==> src/rtl/sdpram_fifo_pkg.sv <==
// -----------------------------------------------------------------------------
// sdpram_fifo_pkg
// Shared helpers for the SDPRAM-backed synchronous FIFO controller:
//   clog2       - ceiling log2 of a positive integer
//   fifo_depth  - number of RAM words for a given address width
//   cnt_width   - occupancy counter / pointer width (one wrap bit above the
//                 RAM address, so that 0..DEPTH is representable)
// No ports; imported by sdpram_fifo_ptr and sdpram_sync_fifo_ctrl.
// -----------------------------------------------------------------------------
package sdpram_fifo_pkg;

    function automatic int clog2(input int value);
        int result;
        result = 0;
        while ((1 << result) < value) begin
            result = result + 1;
        end
        return result;
    endfunction

    function automatic int fifo_depth(input int addr_width);
        return 1 << addr_width;
    endfunction

    function automatic int cnt_width(input int addr_width);
        return addr_width + 1;
    endfunction

endpackage

==> src/rtl/sdpram_fifo_ptr.sv <==
// -----------------------------------------------------------------------------
// sdpram_fifo_ptr
// Binary FIFO pointer, ADDR_WIDTH+1 bits wide. The low ADDR_WIDTH bits address
// the RAM, the MSB is the wrap bit; the pointer wraps naturally at 2*DEPTH.
// Ports:
//   clk      in   1               rising-edge clock
//   rst      in   1               asynchronous, active-high reset (ptr -> 0)
//   inc      in   1               advance the pointer on the next edge
//   ptr      out  ADDR_WIDTH+1    registered pointer value
//   ptr_nxt  out  ADDR_WIDTH+1    value ptr takes on the next edge
// -----------------------------------------------------------------------------
module sdpram_fifo_ptr
    import sdpram_fifo_pkg::*;
#(
    parameter int ADDR_WIDTH = 4
) (
    input  logic                  clk,
    input  logic                  rst,
    input  logic                  inc,
    output logic [ADDR_WIDTH:0]   ptr,
    output logic [ADDR_WIDTH:0]   ptr_nxt
);

    // ptr_nxt is exported so the parent can derive next-cycle occupancy
    // without duplicating the increment.
    assign ptr_nxt = ptr + {{ADDR_WIDTH{1'b0}}, inc};

    always_ff @(posedge clk or posedge rst) begin
        if (rst) begin
            ptr <= '0;
        end else begin
            ptr <= ptr_nxt;
        end
    end

endmodule

==> src/rtl/sdpram_sync_fifo_ctrl.sv <==
// -----------------------------------------------------------------------------
// sdpram_sync_fifo_ctrl
// Single-clock FIFO controller sequencing one external distributed SDPRAM
// (no output register, same clock on both ports). Owns the write/read
// pointers, occupancy count and flags, drives the RAM address buses and
// registers the RAM's combinational read data (read latency 1).
//
// Optional feature macro: SDPRAM_FIFO_ERR_FLAGS_EN
//   defined   -> adds err_clr / overflow / underflow (sticky error flags)
//   undefined -> no error logic; rejected requests are silently dropped
//
// Ports:
//   clk           in   1             rising-edge clock
//   rst           in   1             asynchronous, active-high reset
//   wr_en         in   1             write request
//   wr_data       in   DATA_WIDTH    write word
//   full          out  1             count == DEPTH
//   almost_full   out  1             count >= AF_LEVEL
//   rd_en         in   1             read request
//   rd_data       out  DATA_WIDTH    registered read word
//   rd_valid      out  1             rd_data valid this cycle
//   empty         out  1             count == 0
//   almost_empty  out  1             count <= AE_LEVEL
//   count         out  ADDR_WIDTH+1  occupancy 0..DEPTH
//   ram_wr_en     out  1             RAM write enable
//   ram_wr_addr   out  ADDR_WIDTH    RAM write address
//   ram_wr_data   out  DATA_WIDTH    RAM write data
//   ram_rd_addr   out  ADDR_WIDTH    RAM read address
//   ram_rd_data   in   DATA_WIDTH    RAM read data (combinational)
//   err_clr       in   1             (macro) clear sticky error flags
//   overflow      out  1             (macro) write attempted while full
//   underflow     out  1             (macro) read attempted while empty
// -----------------------------------------------------------------------------
module sdpram_sync_fifo_ctrl
    import sdpram_fifo_pkg::*;
#(
    parameter int ADDR_WIDTH = 4,
    parameter int DATA_WIDTH = 8,
    parameter int AF_LEVEL   = (1 << ADDR_WIDTH) - 2,
    parameter int AE_LEVEL   = 2
) (
    input  logic                  clk,
    input  logic                  rst,
    input  logic                  wr_en,
    input  logic [DATA_WIDTH-1:0] wr_data,
    output logic                  full,
    output logic                  almost_full,
    input  logic                  rd_en,
    output logic [DATA_WIDTH-1:0] rd_data,
    output logic                  rd_valid,
    output logic                  empty,
    output logic                  almost_empty,
    output logic [ADDR_WIDTH:0]   count,
    output logic                  ram_wr_en,
    output logic [ADDR_WIDTH-1:0] ram_wr_addr,
    output logic [DATA_WIDTH-1:0] ram_wr_data,
    output logic [ADDR_WIDTH-1:0] ram_rd_addr,
    input  logic [DATA_WIDTH-1:0] ram_rd_data
`ifdef SDPRAM_FIFO_ERR_FLAGS_EN
    ,
    input  logic                  err_clr,
    output logic                  overflow,
    output logic                  underflow
`endif
);

    localparam int                DEPTH   = fifo_depth(ADDR_WIDTH);
    localparam int                CNT_W   = cnt_width(ADDR_WIDTH);
    localparam logic [CNT_W-1:0]  DEPTH_C = CNT_W'(DEPTH);
    localparam logic [CNT_W-1:0]  AF_C    = CNT_W'(AF_LEVEL);
    localparam logic [CNT_W-1:0]  AE_C    = CNT_W'(AE_LEVEL);

    if (!((AE_LEVEL < AF_LEVEL) && (AF_LEVEL <= DEPTH))) begin : g_level_check
        $error("sdpram_sync_fifo_ctrl: need AE_LEVEL < AF_LEVEL <= DEPTH");
    end

    logic              wr_acc;
    logic              rd_acc;
    logic [CNT_W-1:0]  wr_ptr;
    logic [CNT_W-1:0]  wr_ptr_nxt;
    logic [CNT_W-1:0]  rd_ptr;
    logic [CNT_W-1:0]  rd_ptr_nxt;
    logic [CNT_W-1:0]  cnt_nxt;
    logic [CNT_W-1:0]  cnt_p1;
    logic [DATA_WIDTH-1:0] rd_data_p1;
    logic              vld_p1;

    // Acceptance is judged only on registered flags, so a read on a full
    // FIFO frees no room for a same-cycle write, and a write on an empty
    // FIFO never falls through to a same-cycle read.
    assign wr_acc = wr_en & ~full;
    assign rd_acc = rd_en & ~empty;

    sdpram_fifo_ptr #(.ADDR_WIDTH(ADDR_WIDTH)) u_wr_ptr (
        .clk     (clk),
        .rst     (rst),
        .inc     (wr_acc),
        .ptr     (wr_ptr),
        .ptr_nxt (wr_ptr_nxt)
    );

    sdpram_fifo_ptr #(.ADDR_WIDTH(ADDR_WIDTH)) u_rd_ptr (
        .clk     (clk),
        .rst     (rst),
        .inc     (rd_acc),
        .ptr     (rd_ptr),
        .ptr_nxt (rd_ptr_nxt)
    );

    // Pointer difference modulo 2*DEPTH is the exact occupancy 0..DEPTH.
    assign cnt_nxt = wr_ptr_nxt - rd_ptr_nxt;

    assign ram_wr_en   = wr_acc;
    assign ram_wr_addr = wr_ptr[ADDR_WIDTH-1:0];
    assign ram_wr_data = wr_data;
    assign ram_rd_addr = rd_ptr[ADDR_WIDTH-1:0];

    // ---- stage p1: occupancy, flags and registered read data ----
    always_ff @(posedge clk or posedge rst) begin
        if (rst) begin
            cnt_p1       <= '0;
            full         <= 1'b0;
            almost_full  <= 1'b0;
            empty        <= 1'b1;
            almost_empty <= 1'b1;
            vld_p1       <= 1'b0;
            rd_data_p1   <= '0;
        end else begin
            cnt_p1       <= cnt_nxt;
            full         <= (cnt_nxt == DEPTH_C);
            almost_full  <= (cnt_nxt >= AF_C);
            empty        <= (cnt_nxt == '0);
            almost_empty <= (cnt_nxt <= AE_C);
            vld_p1       <= rd_acc;
            if (rd_acc) begin
                rd_data_p1 <= ram_rd_data;
            end
        end
    end

    assign count    = cnt_p1;
    assign rd_data  = rd_data_p1;
    assign rd_valid = vld_p1;

`ifdef SDPRAM_FIFO_ERR_FLAGS_EN
    // Sticky error flags; a new error in the same cycle as err_clr wins.
    always_ff @(posedge clk or posedge rst) begin
        if (rst) begin
            overflow  <= 1'b0;
            underflow <= 1'b0;
        end else begin
            if (wr_en & full) begin
                overflow <= 1'b1;
            end else if (err_clr) begin
                overflow <= 1'b0;
            end
            if (rd_en & empty) begin
                underflow <= 1'b1;
            end else if (err_clr) begin
                underflow <= 1'b0;
            end
        end
    end
`endif

endmodule

==> config.mk <==
export PLATFORM = sky130hd
export DESIGN_NAME = sdpram_sync_fifo_ctrl
export DESIGN_NICKNAME = d
export VERILOG_FILES = /design/src/rtl/sdpram_fifo_pkg.sv /design/src/rtl/sdpram_fifo_ptr.sv /design/src/rtl/sdpram_sync_fifo_ctrl.sv
export SDC_FILE = /design/constraint.sdc
export NUM_CORES = 1
export LEC_CHECK = 0
export BUFFER_PORTS_ARGS = -buffer_cell sky130_fd_sc_hd__buf_2
export CORE_MARGIN = 5
export CORE_UTILIZATION = 40
export DETAILED_ROUTE_END_ITERATION = 10
export PLACE_DENSITY = 0.71
export SLEW_MARGIN = 20
export SYNTH_ARGS = -nofsm -noshare
export SYNTH_HDL_FRONTEND = slang
export SYNTH_SLANG_ARGS = --single-unit
==> constraint.sdc <==
create_clock -name clk -period 3.2 [get_ports clk]
set_input_delay 0.32 -clock clk [delete_from_list [all_inputs] [get_ports clk]]
set_output_delay 0.32 -clock clk [all_outputs]
set_load 0.05 [all_outputs]
* Word level (Yosys, flattened, before mapping) *
Cells that the tools add are included.

storage, ports and cells
  register bits after elaboration = 28
  output and inout bits = 35
  word-level logic and storage cells = 20

operators by class
  add/sub/neg operators = 3
  order comparisons = 2
  equality and inequality tests = 1
  bitwise gates (word level) = 4
  reduce and logical (&&, ||, !) cells = 1

operators by type and width
  cell                                                               number
  adder 5 x 1 -> 5 bit                                               2
  == test 5 bit, second input constant                               1
  greater-or-equal comparator 5 x 4 -> 1 bit, second input constant  1
  <= comparator 5 x 2 -> 1 bit, second input constant                1
  zero test 5 bit                                                    1
  subtractor 5 bit                                                   1
  AND 1 bit                                                          2
  NOT 1 bit                                                          2

* Depth between registers and ports, before layout *
Gate-level depths: netlist of the first run.

  depth in word-level cells = 5
  depth in mapped cells = 12

* Modules after synthesis *
Synthesis of the first run repeated with hierarchy kept, for this count alone.

second synthesis, totals
  cells, all modules = 89
  area total of the unflattened synthesis = 1229.9 sq um

modules (own cells, without submodules)
  module                 instances  cells each  area an instance (sq um)
  sdpram_sync_fifo_ctrl  1          63          849.6
  sdpram_fifo_ptr        2          13          190.2

* Worst setup path after synthesis of the first run *
No wires, ideal clock.

  kind = reg-to-reg
  start point = register full
  end point = register almost_full
  setup time = 0.120 ns
  arrival time = 3.352 ns
  path slack = -0.272 ns
  cell stages (with the launch flop) = 11
  path through = dfrtp_1 > nor2b_1 > ha_1 > ha_1 > xnor2_1 > ha_1 > a21oi_2 > maj3_2 > maj3_2 > xor3_2 > a31o_1

on the way
  cells in the longest elaborated chain, start to end = 5

ends and longest elaborated chain
  element                                     RTL line                      source
  from (decl)                                 sdpram_sync_fifo_ctrl.sv:46   output logic full,
  from (signal assigned)                      sdpram_sync_fifo_ctrl.sv:130  full <= (cnt_nxt == DEPTH_C);
  NOT 1 bit                                   sdpram_sync_fifo_ctrl.sv:91   assign wr_acc = wr_en & ~full;
  AND 1 bit                                   sdpram_sync_fifo_ctrl.sv:91
  via ram_wr_en                               sdpram_sync_fifo_ctrl.sv:54   output logic ram_wr_en,
  adder 5 x 1 -> 5 bit                        sdpram_fifo_ptr.sv:26         assign ptr_nxt = ptr + {{ADDR_WIDTH{1'b0}}, inc};
  via u_wr_ptr.ptr_nxt[1]                     sdpram_fifo_ptr.sv:21         output logic [ADDR_WIDTH:0] ptr_nxt
  subtractor 5 bit                            sdpram_sync_fifo_ctrl.sv:111  assign cnt_nxt = wr_ptr_nxt - rd_ptr_nxt;
  via cnt_nxt[4]                              sdpram_sync_fifo_ctrl.sv:83   logic [CNT_W-1:0] cnt_nxt;
  greater-or-equal comparator 5 x 4 -> 1 bit  sdpram_sync_fifo_ctrl.sv:131  almost_full <= (cnt_nxt >= AF_C);
  to (signal assigned)                        sdpram_sync_fifo_ctrl.sv:131
  to (decl)                                   sdpram_sync_fifo_ctrl.sv:47   output logic almost_full,

The timed path passes the listed nets, and every way through them passes these cells.
A chain may end at the register's enable or synchronous reset.

* Worst setup path after layout of the first run *
  start point = register empty
  end point = register almost_full

on the way
  cells in the longest elaborated chain, start to end = 5

ends and longest elaborated chain
  element                                     RTL line                      source
  from (decl)                                 sdpram_sync_fifo_ctrl.sv:51   output logic empty,
  from (signal assigned)                      sdpram_sync_fifo_ctrl.sv:132  empty <= (cnt_nxt == '0);
  NOT 1 bit                                   sdpram_sync_fifo_ctrl.sv:92   assign rd_acc = rd_en & ~empty;
  AND 1 bit                                   sdpram_sync_fifo_ctrl.sv:92
  via rd_acc                                  sdpram_sync_fifo_ctrl.sv:78   logic rd_acc;
  adder 5 x 1 -> 5 bit                        sdpram_fifo_ptr.sv:26
  via rd_ptr_nxt[1]                           sdpram_sync_fifo_ctrl.sv:82   logic [CNT_W-1:0] rd_ptr_nxt;
  subtractor 5 bit                            sdpram_sync_fifo_ctrl.sv:111
  via cnt_nxt[4]                              sdpram_sync_fifo_ctrl.sv:83
  greater-or-equal comparator 5 x 4 -> 1 bit  sdpram_sync_fifo_ctrl.sv:131

The timed path passes the listed nets, and every way through them passes these cells.

==> results of run 1 <==
## final cells by class
class / count / area [sq um] / area share, %
clock buffer: 4 / 36.3 / 2.37
inverter: 9 / 33.8 / 2.20
multi-input combinational: 49 / 504 / 32.9
sequential: 28 / 703 / 45.9
tap: 46 / 57.6 / 3.76
timing repair buffer: 39 / 198 / 12.9
## critical path, delay by kind of cell (launching register included)
kind | cells | cell delay (ps)
AOI/OAI and AO/OA | 2 | 270
adders and majority gates | 5 | 1330
and+or+nand+nor | 1 | 110
buffers and inverters | 1 | 50
DFF | 1 | 550
xor gates and xnor gates | 2 | 500
## Yosys cell counts
cell / instances / area share [%]
nor3_1: 1 / 0.37
a31o_1: 1 / 0.64
nor3_2: 1 / 0.73
maj3_2: 2 / 1.7
nor3b_1: 1 / 0.55
inv_1: 9 / 2.5
buf_4: 16 / 8.8
nand2_1: 2 / 0.55
a211oi_2: 1 / 0.92
xor2_1: 2 / 1.3
xor2_2: 1 / 1.2
dfstp_2: 2 / 3.9
xnor2_1: 6 / 3.9
nor2b_1: 1 / 0.46
a21oi_2: 1 / 0.64
a21oi_1: 1 / 0.37
xor3_2: 1 / 1.8
clkbuf_1: 1 / 0.28
mux2i_1: 1 / 0.73
maj3_1: 2 / 1.5
nand2b_1: 3 / 1.4
xnor2_4: 1 / 2.0
ha_1: 7 / 6.4
xnor3_1: 1 / 1.7
nand3_1: 4 / 1.5
dfrtp_1: 26 / 48
mux2_2: 8 / 6.6
## cells by family (layout without fill, tap and decap cells)
family                     after synthesis  count (layout)  synth area share [%]
and+or+nand+nor                         13              13                  5.51
DFF                                     28              28                  51.6
muxes                                    9               9                  7.35
xor gates and xnor gates                12              12                  11.8
buffers and inverters                   26              52                  11.6
AOI/OAI and AO/OA                        4               4                  2.57
adders and majority gates               11              11                  9.55
## per-stage QoR
step | util (%) | std cells | hold WS [ps]
after detailed placement | 45.2 | 171 | 480
final | 46.3 | 175 | 21.9
after CTS | 46.3 | 175 | 200
after global routing | 46.3 | 175 | 54.3
after global placement | 45.2 | 171 | 473
after floorplan | - | 103 | 384
## how the worst max path moves through the flow
stage,from,endpoint,cells after the start
after global placement,empty,almost_full,11
after detailed placement,empty,almost_full,11
after floorplan,full,almost_full,10
after CTS,empty,almost_full,11
after global routing,empty,full,11
final,empty,almost_full,11
## sequential cells by signal, indices dropped and copies added (netlist names)
register	flops
count	5
u_wr_ptr.ptr	5
u_rd_ptr.ptr	5
almost_full	1
rd_data	8
full	1
almost_empty	1
empty	1
rd_valid	1
## layer usage
metal	vias up	wire length [microns]	track usage, %	share of wire [%]
li1	375	-	-	-
met1	392	893	12.6	37
met2	24	1350	20.0	55
met3	7	140	2.46	5.7
met4	0	60	6.70	2.5
met5	-	0	0	0
==> flow_summary.toml, run 1 <==
[layout]
antenna_cells = 0
final_cell_mix = "buf_2 (38), dfrtp_1 (26), mux2_2 (8), inv_1 (8), ha_1 (7)"
design_area_sq_mm = 0.00153
layout_commonest_cell = "buf_2"
num-fill-cells = 329
syn2layout_area_growth_pct = 12.5
fin_nets = 157
drive_above_1_share_pct = 48.8

[global_route]
grtUsageTotal_pct = 11.4
grt_pass1_wl_mm = 3.86
antenna_found_initial = 0
grt_start_max_net_pins = 29
gr-total-overflow = 0
first_global_vias = 874

[floorplanning]
initial_core_util_pct = 41.2
core_sq_mm = 0.00331
die_h_microns = 68.4
die_area_sq_mm = 0.00467
rows = 21
die_x_microns = 68.4
pin_count = 55

[placement]
dpl_worst_slack_ps = 285
dp_hpwl_mm = 2.00
io_buffers = 38
gp_congestion = 0.732
place_area_sq_mm = 0.00150

[sta]
hold_viol_final = 0
setup_violations = 0
max_freq_ghz = 0.346
finalClockSkew_ps = 6.92
min_period_over_period_pct = 90.4
fin_tns_setup_ps = 0
rsz0062_at_grt = "no"
max-slew-margin-rel_pct = 61.7
max_slew.worst_pin.slew_ps = 573
period_needed_ps = 2890
worst_slack_ps = 308
maxSlewViolCount = 0

[clock_network]
clock_path_buffers = 2
cts_resized = 0
root_buffer = "clkbuf_4"
clock-sinks = 28
holdBufCountCts = 0
cts_htree_levels = 1
clk_pin_slew_ps = 140
cts_tree = "done"
clock_latency_ps = 330
cts_buffers = 3
postCtsSetupBuffers = 0

[synth]
synth_cells = 103
synth_warnings = 0
syn_nets = 130
ys_seq_area_share_pct = 51.6
ys_types = 27
synth_seq_cells = 28
syn_area_sq_mm = 0.00136
avgSynthCellArea_sq_um = 13.2

[critical_path]
crit_path_end_kind = "flop"
rrSetupSlack_ps = 310
rr_worst_depth = 11
critPathMostFrequentCell = "ha_1"
rr_endpoint = "almost_full"
crit_chain = "nand2b_1 -> inv_1 -> ha_1 -> ha_1 -> xnor2_1 -> ha_1 -> a21oi_2 -> maj3_2 -> maj3_2 -> xor3_2 -> a31o_1"
max_stage_delay_ps = 550
crit_type = "flop to flop"
slowest_stage = "dfstp_2"
startpoint_type = "flop"
cp_max_fo = 5
crit-reg2reg-launch = "empty"
required_ps = 3440
arrival_ps = 3140

[flow_run]
drv_cap = 0

[detailed_routing]
first_pass_iters = 4
post-route-drc-count = 0
vias = 798
wl_mm = 2.45
post_drt_wl_per_cell_microns = 14.0
antenna_left = 0
vias_per_cell = 4.56
drtIter0Drc = 25

[hold_path]
hold_path.class = "input pin to async pin"

[outcome]
run_status = "completed"
Power of run 1 is left out: the tool's default activity adds up to more than one toggle a clock period on the data nets, which glitch-free logic cannot reach.
==> run 2, diff against run 1 <==
--- a/config.mk
+++ b/config.mk
@@ -11,4 +11,5 @@
 export DETAILED_ROUTE_END_ITERATION = 10
 export PLACE_DENSITY = 0.71
+export SKIP_CTS_REPAIR_TIMING = 1
 export SLEW_MARGIN = 20
 export SYNTH_ARGS = -nofsm -noshare
==> constraint.sdc (replaced) <==
create_clock -name clk -period 3.2 [get_ports clk]
set_input_delay 0.48 -clock clk [delete_from_list [all_inputs] [get_ports clk]]
set_output_delay 0.48 -clock clk [all_outputs]
set_load 0.05 [all_outputs]
==> flow_summary.toml, run 2 (same netlist as run 1, synthesis figures left out) <==
[layout]
drive_above_1_share_pct = 48.8
num-fill-cells = 320
final_cell_mix = "buf_2 (38), dfrtp_1 (26), mux2_2 (8), inv_1 (8), ha_1 (7)"
design_area_sq_mm = 0.00155
antenna_cells = 0
fin_nets = 157
largest_reg_flops = 8
layout_commonest_cell = "buf_2"
syn2layout_area_growth_pct = 13.7

[sta]
rsz0062_at_grt = "no"
maxSlewViolCount = 0
max-slew-margin-rel_pct = 62.0
whs_ps = 172
finalClockSkew_ps = 8.43
period_needed_ps = 2960
max_freq_ghz = 0.337
max_slew.worst_pin.slew_ps = 568
min_period_over_period_pct = 92.6
setup_violations = 0
fin_tns_setup_ps = 0
hold_viol_final = 0

[placement]
dp_hpwl_mm = 1.87
io_buffers = 38
place_area_sq_mm = 0.00150
gp_congestion = 0.736

[critical_path]
crit_path_end_kind = "flop"
startpoint_type = "flop"
cp_max_fo = 5
arrival_ps = 3210
crit_type = "flop to flop"
required_ps = 3440

[clock_network]
clk_pin_slew_ps = 150
cts_htree_levels = 1
root_buffer = "clkbuf_4"
clock-sinks = 28
cts_tree = "done"
cts_buffers = 3
clock_latency_ps = 330
clock_path_buffers = 2

[detailed_routing]
vias_per_cell = 4.44
drtIter0Drc = 22
first_pass_iters = 4
post-route-drc-count = 0
antenna_left = 0
post_drt_wl_per_cell_microns = 13.5
vias = 777
wl_mm = 2.36

[global_route]
gr-total-overflow = 0
grt_pass1_wl_mm = 3.86
first_global_vias = 785
grt_start_max_net_pins = 29
antenna_found_initial = 0
grtUsageTotal_pct = 11.2

[floorplanning]
die_h_microns = 68.4
core_sq_mm = 0.00331
rows = 21
initial_core_util_pct = 41.2
die_x_microns = 68.4
die_area_sq_mm = 0.00467
pin_count = 55

[flow_run]
drv_cap = 0

[outcome]
run_status = "completed"

[hold_path]
hold_path.class = "input pin to async pin"
==> run 2: cell count changes in the layout (fill, tap and decap cells not counted), sizes merged <==
cell    change
clkbuf      -1
bufinv      +1
==> run 2: critical path, stage by stage, from the launching register on <==
cell	delay [ps]
dfstp_2	560
nand2b_1	120
inv_1	60
ha_1	200
ha_1	350
xnor2_1	190
ha_1	190
a21oi_2	70
maj3_2	310
maj3_2	310
xor3_2	280
nor3b_1	240
==> run 2: final cells by class <==
| type | count | area [sq um] | share of cell area, % |
|---|---|---|---|
| Clock buffer | 3 | 22.5 | 1.45 |
| Clock inverter | 1 | 30.0 | 1.94 |
| Inverter | 9 | 33.8 | 2.18 |
| Multi-Input combinational cell | 49 | 504 | 32.6 |
| Sequential cell | 28 | 703 | 45.4 |
| Tap cell | 46 | 57.6 | 3.72 |
| Timing Repair Buffer | 39 | 198 | 12.8 |
==> run 2: routing by layer <==
layer	part of all wire [%]	GRT usage (%)
met4	2.2	4.71
met1	41	14.6
met2	50	17.3
met5	0	0
met3	7.3	2.96
==> run 2: per-stage QoR <==
step	util (%)	cells	setup WS, ps
detailed placement	45.2	171	241
finish	46.8	175	236
global route	46.8	175	3.18
floorplan	-	103	35.5
global placement	45.2	171	315
CTS	46.8	175	188
==> run 2: path summary, 6_finish.rpt <==
kind	start	endpoint	slack (ps)	cells after the start
max reg2reg	empty	full	240	11
max in group asynchronous	rst	almost_empty	2640	2
max	empty	full	240	11
min reg2reg	u_rd_ptr.ptr[4]	u_rd_ptr.ptr[4]	510	1
min	rst	rd_data[5]	170	2
min in group clk	ram_rd_data[1]	rd_data[1]	360	2
Power of run 2 is left out for the same reason.
